## src/rtl/apb_slave_decoder_if.sv

```systemverilog
// ---------------------------------------------------------------------------
// apb_slave_decoder_if
//
// Purpose: the upstream APB bus that links the N-to-1 master mux to the
// slave decoder. It carries one arbitrated transfer and its response.
//
// Parameters:
//   ADDR_W  address width
//   DATA_W  data width
//   STRB_W  byte-strobe width (DATA_W/8)
//
// Signals:
//   PSEL, PENABLE, PADDR, PWRITE, PWDATA, PSTRB, PPROT   request (mux -> decoder)
//   PRDATA, PREADY, PSLVERR                              response (decoder -> mux)
//
// Modports:
//   master  the mux side (drives the request, receives the response)
//   slave   the decoder side (receives the request, drives the response)
// ---------------------------------------------------------------------------
interface apb_slave_decoder_if #(
    parameter int ADDR_W = 32,
    parameter int DATA_W = 32,
    parameter int STRB_W = 4
);
    logic              PSEL;
    logic              PENABLE;
    logic [ADDR_W-1:0] PADDR;
    logic              PWRITE;
    logic [DATA_W-1:0] PWDATA;
    logic [STRB_W-1:0] PSTRB;
    logic [2:0]        PPROT;
    logic [DATA_W-1:0] PRDATA;
    logic              PREADY;
    logic              PSLVERR;

    modport master (
        output PSEL, PENABLE, PADDR, PWRITE, PWDATA, PSTRB, PPROT,
        input  PRDATA, PREADY, PSLVERR
    );

    modport slave (
        input  PSEL, PENABLE, PADDR, PWRITE, PWDATA, PSTRB, PPROT,
        output PRDATA, PREADY, PSLVERR
    );
endinterface

```

## src/rtl/apb_slave_decoder.sv

```systemverilog
// ---------------------------------------------------------------------------
// apb_slave_decoder
//
// Purpose: routes the single arbitrated APB transfer coming out of the master
// mux to one of NUM_SLAVES slaves, selected by 2^REGION_BITS-byte region
// inside the window starting at BASE_ADDR, and returns that slave's response
// upstream. Addresses outside the window (or beyond the last slave) are
// answered by a built-in error responder. Registered one-cycle status pulses
// report unmapped transfers and upstream protocol violations.
//
// Optional feature (macro APB_DEC_TIMEOUT_EN): an ACCESS-phase watchdog that
// terminates a transfer with PSLVERR after TIMEOUT_CYCLES cycles without
// slave PREADY and adds the timeout_pulse output. Without the macro a stalled
// slave stalls the bus indefinitely.
//
// Ports:
//   PCLK, PRESETn          clock, asynchronous active-low reset
//   up                     upstream APB bus (slave modport)
//   PSEL_dn[NUM_SLAVES]    per-slave select
//   PENABLE_dn, PADDR_dn, PWRITE_dn, PWDATA_dn, PSTRB_dn, PPROT_dn
//                          request broadcast to every slave
//   PRDATA_dn, PREADY_dn, PSLVERR_dn
//                          per-slave responses
//   unmapped_pulse         unmapped transfer completed (cycle after)
//   prot_err_pulse         upstream protocol violation (cycle after)
//   timeout_pulse          watchdog fired (only with APB_DEC_TIMEOUT_EN)
// ---------------------------------------------------------------------------
module apb_slave_decoder #(
    parameter int                        NUM_SLAVES     = 4,
    parameter int                        APB_ADDR_WIDTH = 32,
    parameter int                        APB_DATA_WIDTH = 32,
    parameter int                        APB_STRB_WIDTH = 4,
    parameter int                        REGION_BITS    = 12,
    parameter logic [APB_ADDR_WIDTH-1:0] BASE_ADDR      = 32'h4000_0000,
    parameter int                        TIMEOUT_CYCLES = 256
) (
    input  logic                                           PCLK,
    input  logic                                           PRESETn,
    apb_slave_decoder_if.slave                             up,
    output logic [NUM_SLAVES-1:0]                          PSEL_dn,
    output logic                                           PENABLE_dn,
    output logic [APB_ADDR_WIDTH-1:0]                      PADDR_dn,
    output logic                                           PWRITE_dn,
    output logic [APB_DATA_WIDTH-1:0]                      PWDATA_dn,
    output logic [APB_STRB_WIDTH-1:0]                      PSTRB_dn,
    output logic [2:0]                                     PPROT_dn,
    input  logic [NUM_SLAVES-1:0][APB_DATA_WIDTH-1:0]      PRDATA_dn,
    input  logic [NUM_SLAVES-1:0]                          PREADY_dn,
    input  logic [NUM_SLAVES-1:0]                          PSLVERR_dn,
    output logic                                           unmapped_pulse,
    output logic                                           prot_err_pulse
`ifdef APB_DEC_TIMEOUT_EN
    ,
    output logic                                           timeout_pulse
`endif
);

    localparam int IDX_W = $clog2(NUM_SLAVES);
    localparam int HIT_LSB = REGION_BITS + IDX_W;
    localparam logic [IDX_W:0] NUM_SLAVES_W = NUM_SLAVES[IDX_W:0];

    localparam logic [0:0] ST_IDLE   = 1'b0;
    localparam logic [0:0] ST_ACCESS = 1'b1;

    // Elaboration-time guards on the parameter set
    if (NUM_SLAVES < 2 || NUM_SLAVES > 16) begin : g_chk_num_slaves
        $error("apb_slave_decoder: NUM_SLAVES must be in 2..16");
    end
    if (APB_STRB_WIDTH * 8 != APB_DATA_WIDTH) begin : g_chk_strb
        $error("apb_slave_decoder: APB_STRB_WIDTH must equal APB_DATA_WIDTH/8");
    end
    if (BASE_ADDR[HIT_LSB-1:0] != '0) begin : g_chk_base
        $error("apb_slave_decoder: BASE_ADDR not aligned to the slave window");
    end
    if (TIMEOUT_CYCLES < 2) begin : g_chk_timeout
        $error("apb_slave_decoder: TIMEOUT_CYCLES must be at least 2");
    end

`ifdef APB_DEC_TIMEOUT_EN
    localparam int CNT_W = $clog2(TIMEOUT_CYCLES) + 1;
    localparam logic [CNT_W-1:0] TIMEOUT_LAST = CNT_W'(TIMEOUT_CYCLES - 1);

    logic [CNT_W-1:0] cnt_q, cnt_d;
    logic             timeout_pulse_q, timeout_pulse_d;
`endif

    logic [0:0]                state_q, state_d;
    logic [IDX_W-1:0]          idx_q, idx_d;
    logic                      mapped_q, mapped_d;
    logic                      unmapped_pulse_q, unmapped_pulse_d;
    logic                      prot_err_pulse_q, prot_err_pulse_d;

    logic                      dec_hit;
    logic [IDX_W-1:0]          dec_idx;
    logic                      dec_mapped;

    logic [NUM_SLAVES-1:0]     psel_dn;
    logic                      penable_dn;
    logic [APB_DATA_WIDTH-1:0] prdata_up;
    logic                      pready_up;
    logic                      pslverr_up;

    // Address decode of the live upstream address; only consumed in the
    // setup cycle, after which idx_q/mapped_q own the routing.
    assign dec_hit    = (up.PADDR[APB_ADDR_WIDTH-1:HIT_LSB] == BASE_ADDR[APB_ADDR_WIDTH-1:HIT_LSB]);
    assign dec_idx    = up.PADDR[REGION_BITS +: IDX_W];
    assign dec_mapped = dec_hit && ({1'b0, dec_idx} < NUM_SLAVES_W);

    // Transfer FSM and response mux. The select in IDLE is purely
    // combinational so the target slave sees its setup cycle with no added
    // latency; in ACCESS the latched index steers select and response.
    always_comb begin
        state_d          = state_q;
        idx_d            = idx_q;
        mapped_d         = mapped_q;
        unmapped_pulse_d = 1'b0;
        prot_err_pulse_d = 1'b0;
        psel_dn          = '0;
        penable_dn       = 1'b0;
        prdata_up        = '0;
        pready_up        = 1'b0;
        pslverr_up       = 1'b0;
`ifdef APB_DEC_TIMEOUT_EN
        cnt_d            = cnt_q;
        timeout_pulse_d  = 1'b0;
`endif

        case (state_q)
            ST_IDLE: begin
                if (up.PSEL && !up.PENABLE) begin
                    if (dec_mapped) begin
                        psel_dn[dec_idx] = 1'b1;
                    end
                    idx_d    = dec_idx;
                    mapped_d = dec_mapped;
                    state_d  = ST_ACCESS;
`ifdef APB_DEC_TIMEOUT_EN
                    cnt_d    = '0;
`endif
                end else if (up.PSEL && up.PENABLE) begin
                    // Access phase without a preceding setup phase
                    prot_err_pulse_d = 1'b1;
                end
            end

            ST_ACCESS: begin
                if (!up.PSEL) begin
                    // Master abandoned the transfer before completion
                    state_d          = ST_IDLE;
                    prot_err_pulse_d = 1'b1;
                end else if (!mapped_q) begin
                    // Error responder: complete immediately with PSLVERR
                    penable_dn       = up.PENABLE;
                    pready_up        = 1'b1;
                    pslverr_up       = 1'b1;
                    state_d          = ST_IDLE;
                    unmapped_pulse_d = 1'b1;
                end else begin
                    psel_dn[idx_q] = 1'b1;
                    penable_dn     = up.PENABLE;
                    prdata_up      = PRDATA_dn[idx_q];
                    pready_up      = PREADY_dn[idx_q];
                    pslverr_up     = PSLVERR_dn[idx_q];
                    if (PREADY_dn[idx_q]) begin
                        state_d = ST_IDLE;
                    end
`ifdef APB_DEC_TIMEOUT_EN
                    else if (cnt_q == TIMEOUT_LAST) begin
                        // Watchdog: withdraw the slave and answer with an error
                        psel_dn         = '0;
                        penable_dn      = 1'b0;
                        prdata_up       = '0;
                        pready_up       = 1'b1;
                        pslverr_up      = 1'b1;
                        state_d         = ST_IDLE;
                        timeout_pulse_d = 1'b1;
                    end else begin
                        cnt_d = cnt_q + 1'b1;
                    end
`endif
                end
            end

            default: begin
                state_d = ST_IDLE;
            end
        endcase
    end

    // State, latched routing and status pulses
    always_ff @(posedge PCLK or negedge PRESETn) begin
        if (!PRESETn) begin
            state_q          <= ST_IDLE;
            idx_q            <= '0;
            mapped_q         <= 1'b0;
            unmapped_pulse_q <= 1'b0;
            prot_err_pulse_q <= 1'b0;
`ifdef APB_DEC_TIMEOUT_EN
            cnt_q            <= '0;
            timeout_pulse_q  <= 1'b0;
`endif
        end else begin
            state_q          <= state_d;
            idx_q            <= idx_d;
            mapped_q         <= mapped_d;
            unmapped_pulse_q <= unmapped_pulse_d;
            prot_err_pulse_q <= prot_err_pulse_d;
`ifdef APB_DEC_TIMEOUT_EN
            cnt_q            <= cnt_d;
            timeout_pulse_q  <= timeout_pulse_d;
`endif
        end
    end

    assign PSEL_dn    = psel_dn;
    assign PENABLE_dn = penable_dn;
    assign PADDR_dn   = up.PADDR;
    assign PWRITE_dn  = up.PWRITE;
    assign PWDATA_dn  = up.PWDATA;
    assign PSTRB_dn   = up.PSTRB;
    assign PPROT_dn   = up.PPROT;

    assign up.PRDATA  = prdata_up;
    assign up.PREADY  = pready_up;
    assign up.PSLVERR = pslverr_up;

    assign unmapped_pulse = unmapped_pulse_q;
    assign prot_err_pulse = prot_err_pulse_q;
`ifdef APB_DEC_TIMEOUT_EN
    assign timeout_pulse  = timeout_pulse_q;
`endif

endmodule

```

## src/flat_wrapper.sv

```systemverilog
// flat-port wrapper written by rule: the top's interface ports become plain ports
module apb_slave_decoder_flat 
#(
    parameter int                        NUM_SLAVES     = 4,
    parameter int                        APB_ADDR_WIDTH = 32,
    parameter int                        APB_DATA_WIDTH = 32,
    parameter int                        APB_STRB_WIDTH = 4,
    parameter int                        REGION_BITS    = 12,
    parameter logic [APB_ADDR_WIDTH-1:0] BASE_ADDR      = 32'h4000_0000,
    parameter int                        TIMEOUT_CYCLES = 256
)
  (PCLK, PRESETn, PSEL_dn, PENABLE_dn, PADDR_dn, PWRITE_dn, PWDATA_dn, PSTRB_dn, PPROT_dn, PRDATA_dn, PREADY_dn, PSLVERR_dn, unmapped_pulse, prot_err_pulse, up_PSEL, up_PENABLE, up_PADDR, up_PWRITE, up_PWDATA, up_PSTRB, up_PPROT, up_PRDATA, up_PREADY, up_PSLVERR);
  apb_slave_decoder_if #(.ADDR_W((32)), .DATA_W((32)), .STRB_W((4))) up_i ();
  input  logic PCLK;
  input  logic PRESETn;
  output logic [NUM_SLAVES-1:0] PSEL_dn;
  output logic PENABLE_dn;
  output logic [APB_ADDR_WIDTH-1:0] PADDR_dn;
  output logic PWRITE_dn;
  output logic [APB_DATA_WIDTH-1:0] PWDATA_dn;
  output logic [APB_STRB_WIDTH-1:0] PSTRB_dn;
  output logic [2:0] PPROT_dn;
  input  logic [NUM_SLAVES-1:0][APB_DATA_WIDTH-1:0] PRDATA_dn;
  input  logic [NUM_SLAVES-1:0] PREADY_dn;
  input  logic [NUM_SLAVES-1:0] PSLVERR_dn;
  output logic unmapped_pulse;
  output logic prot_err_pulse;
  input wire logic [$bits(up_i.PSEL)-1:0] up_PSEL;
  input wire logic [$bits(up_i.PENABLE)-1:0] up_PENABLE;
  input wire logic [$bits(up_i.PADDR)-1:0] up_PADDR;
  input wire logic [$bits(up_i.PWRITE)-1:0] up_PWRITE;
  input wire logic [$bits(up_i.PWDATA)-1:0] up_PWDATA;
  input wire logic [$bits(up_i.PSTRB)-1:0] up_PSTRB;
  input wire logic [$bits(up_i.PPROT)-1:0] up_PPROT;
  output wire logic [$bits(up_i.PRDATA)-1:0] up_PRDATA;
  output wire logic [$bits(up_i.PREADY)-1:0] up_PREADY;
  output wire logic [$bits(up_i.PSLVERR)-1:0] up_PSLVERR;
  assign up_i.PSEL = up_PSEL;
  assign up_i.PENABLE = up_PENABLE;
  assign up_i.PADDR = up_PADDR;
  assign up_i.PWRITE = up_PWRITE;
  assign up_i.PWDATA = up_PWDATA;
  assign up_i.PSTRB = up_PSTRB;
  assign up_i.PPROT = up_PPROT;
  assign up_PRDATA = up_i.PRDATA;
  assign up_PREADY = up_i.PREADY;
  assign up_PSLVERR = up_i.PSLVERR;
  apb_slave_decoder #(.NUM_SLAVES(NUM_SLAVES), .APB_ADDR_WIDTH(APB_ADDR_WIDTH), .APB_DATA_WIDTH(APB_DATA_WIDTH), .APB_STRB_WIDTH(APB_STRB_WIDTH), .REGION_BITS(REGION_BITS), .BASE_ADDR(BASE_ADDR), .TIMEOUT_CYCLES(TIMEOUT_CYCLES)) u_core (.PCLK(PCLK), .PRESETn(PRESETn), .up(up_i), .PSEL_dn(PSEL_dn), .PENABLE_dn(PENABLE_dn), .PADDR_dn(PADDR_dn), .PWRITE_dn(PWRITE_dn), .PWDATA_dn(PWDATA_dn), .PSTRB_dn(PSTRB_dn), .PPROT_dn(PPROT_dn), .PRDATA_dn(PRDATA_dn), .PREADY_dn(PREADY_dn), .PSLVERR_dn(PSLVERR_dn), .unmapped_pulse(unmapped_pulse), .prot_err_pulse(prot_err_pulse));
endmodule
```

## config.mk

```make
export PLATFORM = sky130hd
export DESIGN_NAME = apb_slave_decoder_flat
export DESIGN_NICKNAME = d
export VERILOG_FILES = /design/src/rtl/apb_slave_decoder_if.sv /design/src/rtl/apb_slave_decoder.sv /design/src/flat_wrapper.sv
export SDC_FILE = /design/constraint.sdc
export NUM_CORES = 1
export LEC_CHECK = 0
export BUFFER_PORTS_ARGS = -buffer_cell sky130_fd_sc_hd__buf_2
export CELL_PAD_IN_SITES_DETAIL_PLACEMENT = 1
export CELL_PAD_IN_SITES_GLOBAL_PLACEMENT = 2
export CORE_AREA = 2 2 126 128
export DETAILED_ROUTE_END_ITERATION = 10
export DIE_AREA = 0 0 128 130
export GPL_TIMING_DRIVEN = 1
export HOLD_SLACK_MARGIN = 0.12
export PLACE_DENSITY_LB_ADDON = 0.1
export SLEW_MARGIN = 5
export SYNTH_ARGS = -nofsm -noshare
export SYNTH_HDL_FRONTEND = slang
export SYNTH_SLANG_ARGS = --single-unit
```

## constraint.sdc

```tcl
create_clock -name PCLK -period 4.2 [get_ports PCLK]
set_clock_uncertainty 0.1 [all_clocks]
set_input_delay 0.84 -clock PCLK [delete_from_list [all_inputs] [get_ports PCLK]]
set_output_delay 0.84 -clock PCLK [all_outputs]
set_load 0.1 [all_outputs]
```

==> results.json, run 1 <==
{
  "status": "complete, no violations",
  "cts.sinks": 6,
  "ys_seq_area_share_pct": 7.71,
  "cp_common_cell": "buf_2",
  "cts_tree": "yes",
  "netlist_instances": 193,
  "slowest_stage": "buf_2",
  "antenna_left": 0,
  "finalSetupViolCount": 0,
  "post_synth_main_area_contributors": "mux4_2 39%, buf_4 28%, and2_1 10%",
  "grt_pass1_wl_mm": 12.5,
  "vias_per_cell": 3.87,
  "wl_per_cell_um": 16.9,
  "dieArea_mm2": 0.0166,
  "end_kind": "output port",
  "fin_crit_sh_pct": 79.0,
  "tightest_slew_ps": 991,
  "post_cts_buffers": 0,
  "hold_class": "input pin to asynchronous set/reset pin",
  "synth_top_area_share_pct": 39.3,
  "path_buf_inv": 2,
  "crit_path_start_kind": "input pin",
  "die_h_um": 130,
  "multi_input_area_mm2": 0.00119,
  "antenna_found_initial": 0,
  "regArea_um2": 153,
  "grt_pass1_vias": 2110,
  "cts.path.max_buffers": 2,
  "cts_buffers": 3,
  "crit_chain": "buf_2 > nor3b_2 > nand4_1 > o21ai_1 > buf_2",
  "clkTransAtPathRegs_ps": 40,
  "wl_mm": 8.90,
  "leakagePower_nw": 1.44,
  "critical_path_arrival_ps": 2380,
  "critical_path_required_ps": 3260,
  "grt_use_met1_pct": 10.4,
  "power_density_mw_per_mm2": 231,
  "tns_ps": 0,
  "port_buffers": 220,
  "synth_area_leader_cell": "mux4_2",
  "ctsResizeCount": 0,
  "ys_ff_latch": 6,
  "htree_levels": 1,
  "netlist_area_mm2": 0.00195,
  "avgSynthCellArea_um2": 10.1,
  "clock_latency_ps": 230,
  "grt_use_met3_pct": 3.61,
  "grt-ovfl-total": 0,
  "row_count": 46,
  "max_cap_viol_count": 0,
  "drtPass1Iterations": 4,
  "cts_root_buffer": "clkbuf_16",
  "crit_path_max_incr_delay_ps": 450,
  "max_slew_margin_pct": 33.9,
  "nets": 549,
  "rsz0062_at_grt": "false",
  "groute.usage.overall_pct": 9.69,
  "core_area_mm2": 0.0154,
  "drtIter0Drc": 62,
  "crit_fanout": 7,
  "antenna-diode-count": 0,
  "drive_gt1_share_pct": 78.9,
  "top_usage_layer": "met2",
  "worstSetupPathType": "input pin to output port",
  "hold_buffers": 0,
  "num_io_pins": 325,
  "initial_utilization_pct": 12.6,
  "ir_drop_mv": 0.0823,
  "met2_usage_pct": 18.4,
  "ys_warn_count": 0,
  "report.final.slew_viol_count": 0,
  "drcViolationCount": 0,
  "fin_crit_ps": 3320,
  "fill_cells": 1869,
  "max_freq_ghz": 0.301,
  "dp_hpwl_mm": 7.54,
  "via_count": 2042,
  "gp_congestion": 0.681,
  "grt_max_degree": 40,
  "synth_fp_nets": 405,
  "synth_cell_types": 25,
  "path_delay_family": "simple AND/OR/NAND/NOR gates",
  "area_growth_pct": 43.7,
  "whs_ps": 330,
  "die_w_um": 128,
  "hold_viol": 0
}
-- where the power goes --
part	internal, W	total [W]	switching, W
logic	0.000202	0.000377	0.000174
registers	0.0000636	0.000111	0.0000472
clock network	0.000126	0.000161	0.0000347
total	0.000392	0.000648	0.000256
-- cells by family after synthesis --
family	count (synthesis)	share of synthesized area [%]
buffers and inverters	85	31.3
AND/OR/NAND/NOR	59	18.3
multiplexers	37	41.0
AO/OA/AOI/OAI	6	1.73
flip-flops	6	7.71
-- flip-flops by register name (all words and copies together) (netlist names) --
signal,count
u_core.idx_q,2
u_core.mapped_q,1
u_core.prot_err_pulse,1
u_core.state_q,1
u_core.unmapped_pulse,1
-- routing by layer --
layer / share of wire, % / routed length [µm]
met5: 0 / 0
met4: 1.4 / 123
met3: 11 / 959
met2: 52 / 4620
met1: 36 / 3200
-- through the flow --
stage,worst slack (ps),cells,total power (W),area [µm²],utilization [%]
floorplan,381,193,0.000618,1950,-
global placement,915,524,0.000498,2720,17.6
detailed placement,853,524,0.000498,2720,17.6
CTS,841,528,0.000658,2800,18.2
global route,690,528,0.000687,2800,18.2
finish,883,528,0.000648,2800,18.2
-- path summary, 6_finish.rpt --
| kind | startpoint | to | slack (ps) | cells after the start |
|---|---|---|---|---|
| max | up_PSEL | PSEL_dn[1] | 880 | 5 |
| min | PRESETn | u_core.mapped_q$_DFFE_PN0P_ | 330 | 1 |
| max reg2reg | u_core.idx_q[0]$_DFFE_PN0P_ | u_core.state_q$_DFF_PN0_ | 2330 | 3 |
| min reg2reg | u_core.mapped_q$_DFFE_PN0P_ | u_core.unmapped_pulse$_DFF_PN0_ | 390 | 1 |
| max in group asynchronous | PRESETn | u_core.idx_q[0]$_DFFE_PN0P_ | 3510 | 1 |
| min in group PCLK | u_core.mapped_q$_DFFE_PN0P_ | u_core.unmapped_pulse$_DFF_PN0_ | 390 | 1 |
-- cell usage in the layout, fill, tap and decap left out --
| cell | instances |
|---|---|
| nand2_1 | 3 |
| and2_1 | 32 |
| mux2_2 | 2 |
| inv_1 | 1 |
| clkbuf_1 | 1 |
| nand3_1 | 3 |
| or3_1 | 1 |
| o21ai_1 | 4 |
| nor2_1 | 7 |
| nand3b_1 | 2 |
| o22ai_1 | 1 |
| mux4_2 | 34 |
| dfrtp_1 | 4 |
| nor3b_2 | 1 |
| nor4_1 | 3 |
| buf_2 | 220 |
| nor4b_1 | 1 |
| mux2i_1 | 1 |
| and3_1 | 2 |
| nand4_1 | 2 |
| buf_12 | 1 |
| o21bai_1 | 1 |
| nand4b_1 | 2 |
| buf_4 | 2 |
| dfrtp_2 | 2 |
| clkbuf_16 | 3 |
-- cells in the mapped netlist --
cell / number
and2_1: 32
and3_1: 2
buf_2: 4
buf_4: 72
buf_6: 2
clkbuf_1: 6
dfrtp_1: 6
inv_1: 1
mux2_2: 2
mux2i_1: 1
mux4_2: 34
nand2_1: 3
nand3_1: 3
nand3b_1: 2
nand4_1: 2
nand4b_1: 2
nor2_1: 7
nor3b_2: 1
nor4_1: 3
nor4b_1: 1
o21ai_0: 3
o21ai_1: 1
o21bai_1: 1
o22ai_1: 1
or3_1: 1
-- layout make-up --
type	instances	area share, %
sequential	6	5.45
tap	192	8.58
multi-input combinational	102	42.4
clock buffer	4	2.82
inverter	1	0.134
timing repair buffer	223	40.6
(Power assumes the default switching activity.)
==> run 2: changes to the inputs <==
- ABC_AREA: default -> 1
- CORE_AREA: 2 2 126 128 -> default
- CORE_UTILIZATION: default -> 10
- DIE_AREA: 0 0 128 130 -> default
- clock period: 4.2 -> 3.1 ns (I/O delays scaled with it)
==> run 2 against run 1 <==
Compared with the run above:
- global-route usage grew 0.098 points
- combinational power grew 46%
- clock power grew 29%
- critical endpoint is now up_PRDATA[22]
- largest power group unchanged
==> results.json, run 2 <==
{
  "dieArea_mm2": 0.0207,
  "nets": 722,
  "antenna_left": 0,
  "end_kind": "output port",
  "post_dp_cell_area_mm2": 0.00347,
  "via_count": 2758,
  "fill_cells": 2503,
  "multi_input_area_mm2": 0.00118,
  "avgSynthCellArea_um2": 5.56,
  "critical_path_required_ps": 2380,
  "post_cts_buffers": 0,
  "top_register": "u_core.idx_q",
  "layout_commonest_cell": "buf_2",
  "fin_area_mm2": 0.00357,
  "hold_class": "register to register",
  "gp_congestion": 0.776,
  "max_freq_ghz": 0.372,
  "post-place-ws_ps": 521,
  "area_growth_pct": 76.9,
  "netlist_area_mm2": 0.00202,
  "crit_fanout": 16,
  "worstHoldPathCells": 2,
  "synth_top_area_share_pct": 29.8,
  "tightest_slew_ps": 495,
  "die_w_um": 144,
  "status": "complete, no violations",
  "hold_buffers": 1,
  "grt_pass1_wl_mm": 15.6,
  "ys_warn_count": 0,
  "synthTopCellsByCount": "160 x nand2_1, 78 x buf_4, 36 x nand4_1, 32 x and2_1, 19 x nor2_1",
  "max_slew_margin_pct": 67.3,
  "wl_mm": 11.0,
  "cts.sinks": 6,
  "htree_levels": 1,
  "synthFlopType": "dfrtp_1",
  "grt_max_degree": 36,
  "grt-ovfl-total": 0,
  "port_buffers": 220,
  "reg2reg_setup_slack_ps": 1550,
  "total_power_w": 0.000852,
  "fin_crit_ps": 2690,
  "row_count": 51,
  "setup_slack_ps": 415,
  "drcViolationCount": 0,
  "synthArstFlopShare_pct": 100,
  "timing.rr.end": "u_core.state_q$_DFF_PN0_",
  "dp_hpwl_mm": 9.06,
  "hold_path_end": "u_core.prot_err_pulse$_DFF_PN0_",
  "ys_seq_area_share_pct": 7.44,
  "tns_ps": 0,
  "worstSetupPathType": "register to output port",
  "crit_path_start_kind": "register",
  "synth_edf_count": 0,
  "netlist_instances": 363,
  "die_h_um": 144,
  "reg2regPathDepth": 7,
  "vias_per_cell": 3.54,
  "num_io_pins": 325,
  "cts_tree": "yes",
  "report.final.slew_viol_count": 0,
  "clkTransAtPathRegs_ps": 30,
  "core_area_mm2": 0.0196,
  "r2r_start": "u_core.idx_q[1]$_DFFE_PN0P_",
  "leakagePower_nw": 1.77,
  "initial_utilization_pct": 10.3,
  "cts_root_buffer": "clkbuf_16",
  "antenna_found_initial": 4,
  "synth_area_leader_cell": "nand2_1",
  "grt_pass1_vias": 2910,
  "synth.most_common_cell": "nand2_1",
  "clock_latency_ps": 230,
  "groute.usage.overall_pct": 9.79,
  "post_synth_main_area_contributors": "nand2_1 30%, buf_4 29%, nand4_1 11%",
  "finalSetupViolCount": 0,
  "largest_reg_flops": 2,
  "wl_per_cell_um": 14.1,
  "rsz0062_at_grt": "false",
  "synth_fp_nets": 575,
  "ir_drop_mv": 0.135,
  "hp-start": "u_core.state_q$_DFF_PN0_",
  "cts_buffers": 3,
  "drive_gt1_share_pct": 46.9,
  "drtPass1Iterations": 4,
  "critical_path_arrival_ps": 1970,
  "drtIter0Drc": 39,
  "synth_cell_types": 17,
  "ctsResizeCount": 0,
  "ys_ff_latch": 6,
  "fin_crit_sh_pct": 86.6,
  "max_cap_viol_count": 0,
  "power_density_mw_per_mm2": 239,
  "hold_viol": 0,
  "mostFrequentLayoutCells": "182 x buf_2, 160 x nand2_1, 41 x buf_12",
  "whs_ps": 463,
  "regArea_um2": 150,
  "cts.path.max_buffers": 2
}
==> run 2: cell families (layout without fill, tap and decap cells) <==
kind of cell / Yosys count / after routing / share of synthesized area [%]
AOI/OAI and AO/OA: 3 / 3 / 0.744
buffers and inverters: 98 / 243 / 34.4
DFF: 6 / 6 / 7.44
other: 0 / 5 / 0
and+or+nand+nor: 256 / 256 / 57.4
==> run 2: worst max-delay path by stage <==
stage,endpoint,startpoint
after global routing,up_PRDATA[22],u_core.idx_q[0]$_DFFE_PN0P_
after global placement,PSEL_dn[0],up_PENABLE
final,up_PRDATA[22],u_core.idx_q[0]$_DFFE_PN0P_
after detailed placement,PSEL_dn[1],up_PENABLE
after floorplan,up_PSLVERR,u_core.idx_q[1]$_DFFE_PN0P_
after CTS,up_PRDATA[16],u_core.idx_q[0]$_DFFE_PN0P_
==> run 2: critical path, stage by stage, from the launching register on <==
cell     delay [ps]
dfrtp_1         510
nand2_1         110
inv_2           220
buf_4           290
nand2_1          90
nand4_1         130
and2_1          190
buf_12          180
==> run 2: per-layer routing <==
metal / part of all wire [%] / vias to the layer above / GRT usage [%]
met5: 0.15 / - / 0
met4: 1.9 / 2 / 2.74
met3: 9.5 / 18 / 2.58
met2: 48 / 155 / 17.6
met1: 41 / 1215 / 11.3
li1: - / 1368 / -
==> run 2: area by class of cell <==
type,count,share of cell area (%)
diodes,5,0.351
clock buffers,3,2.10
inverters,11,1.16
multi-input cells,259,33.0
flip-flops and latches,6,4.21
well taps,265,9.29
repair buffers,229,49.9
==> run 2: stage by stage <==
| step | utilization (%) | cells |
|---|---|---|
| 3_5_place_dp | 17.7 | 769 |
| 2_1_floorplan | - | 363 |
| 4_1_cts | 18.1 | 773 |
| 3_3_place_gp | 17.7 | 769 |
| 6_report | 18.2 | 778 |
| 5_1_grt | 18.2 | 776 |
==> run 2: power by group <==
| group | switching [W] | internal (W) | total (W) |
|---|---|---|---|
| clock | 0.0000416 | 0.000165 | 0.000207 |
| sequential | 0.0000116 | 0.0000850 | 0.0000967 |
| combinational | 0.000357 | 0.000192 | 0.000549 |
| total | 0.000410 | 0.000443 | 0.000852 |
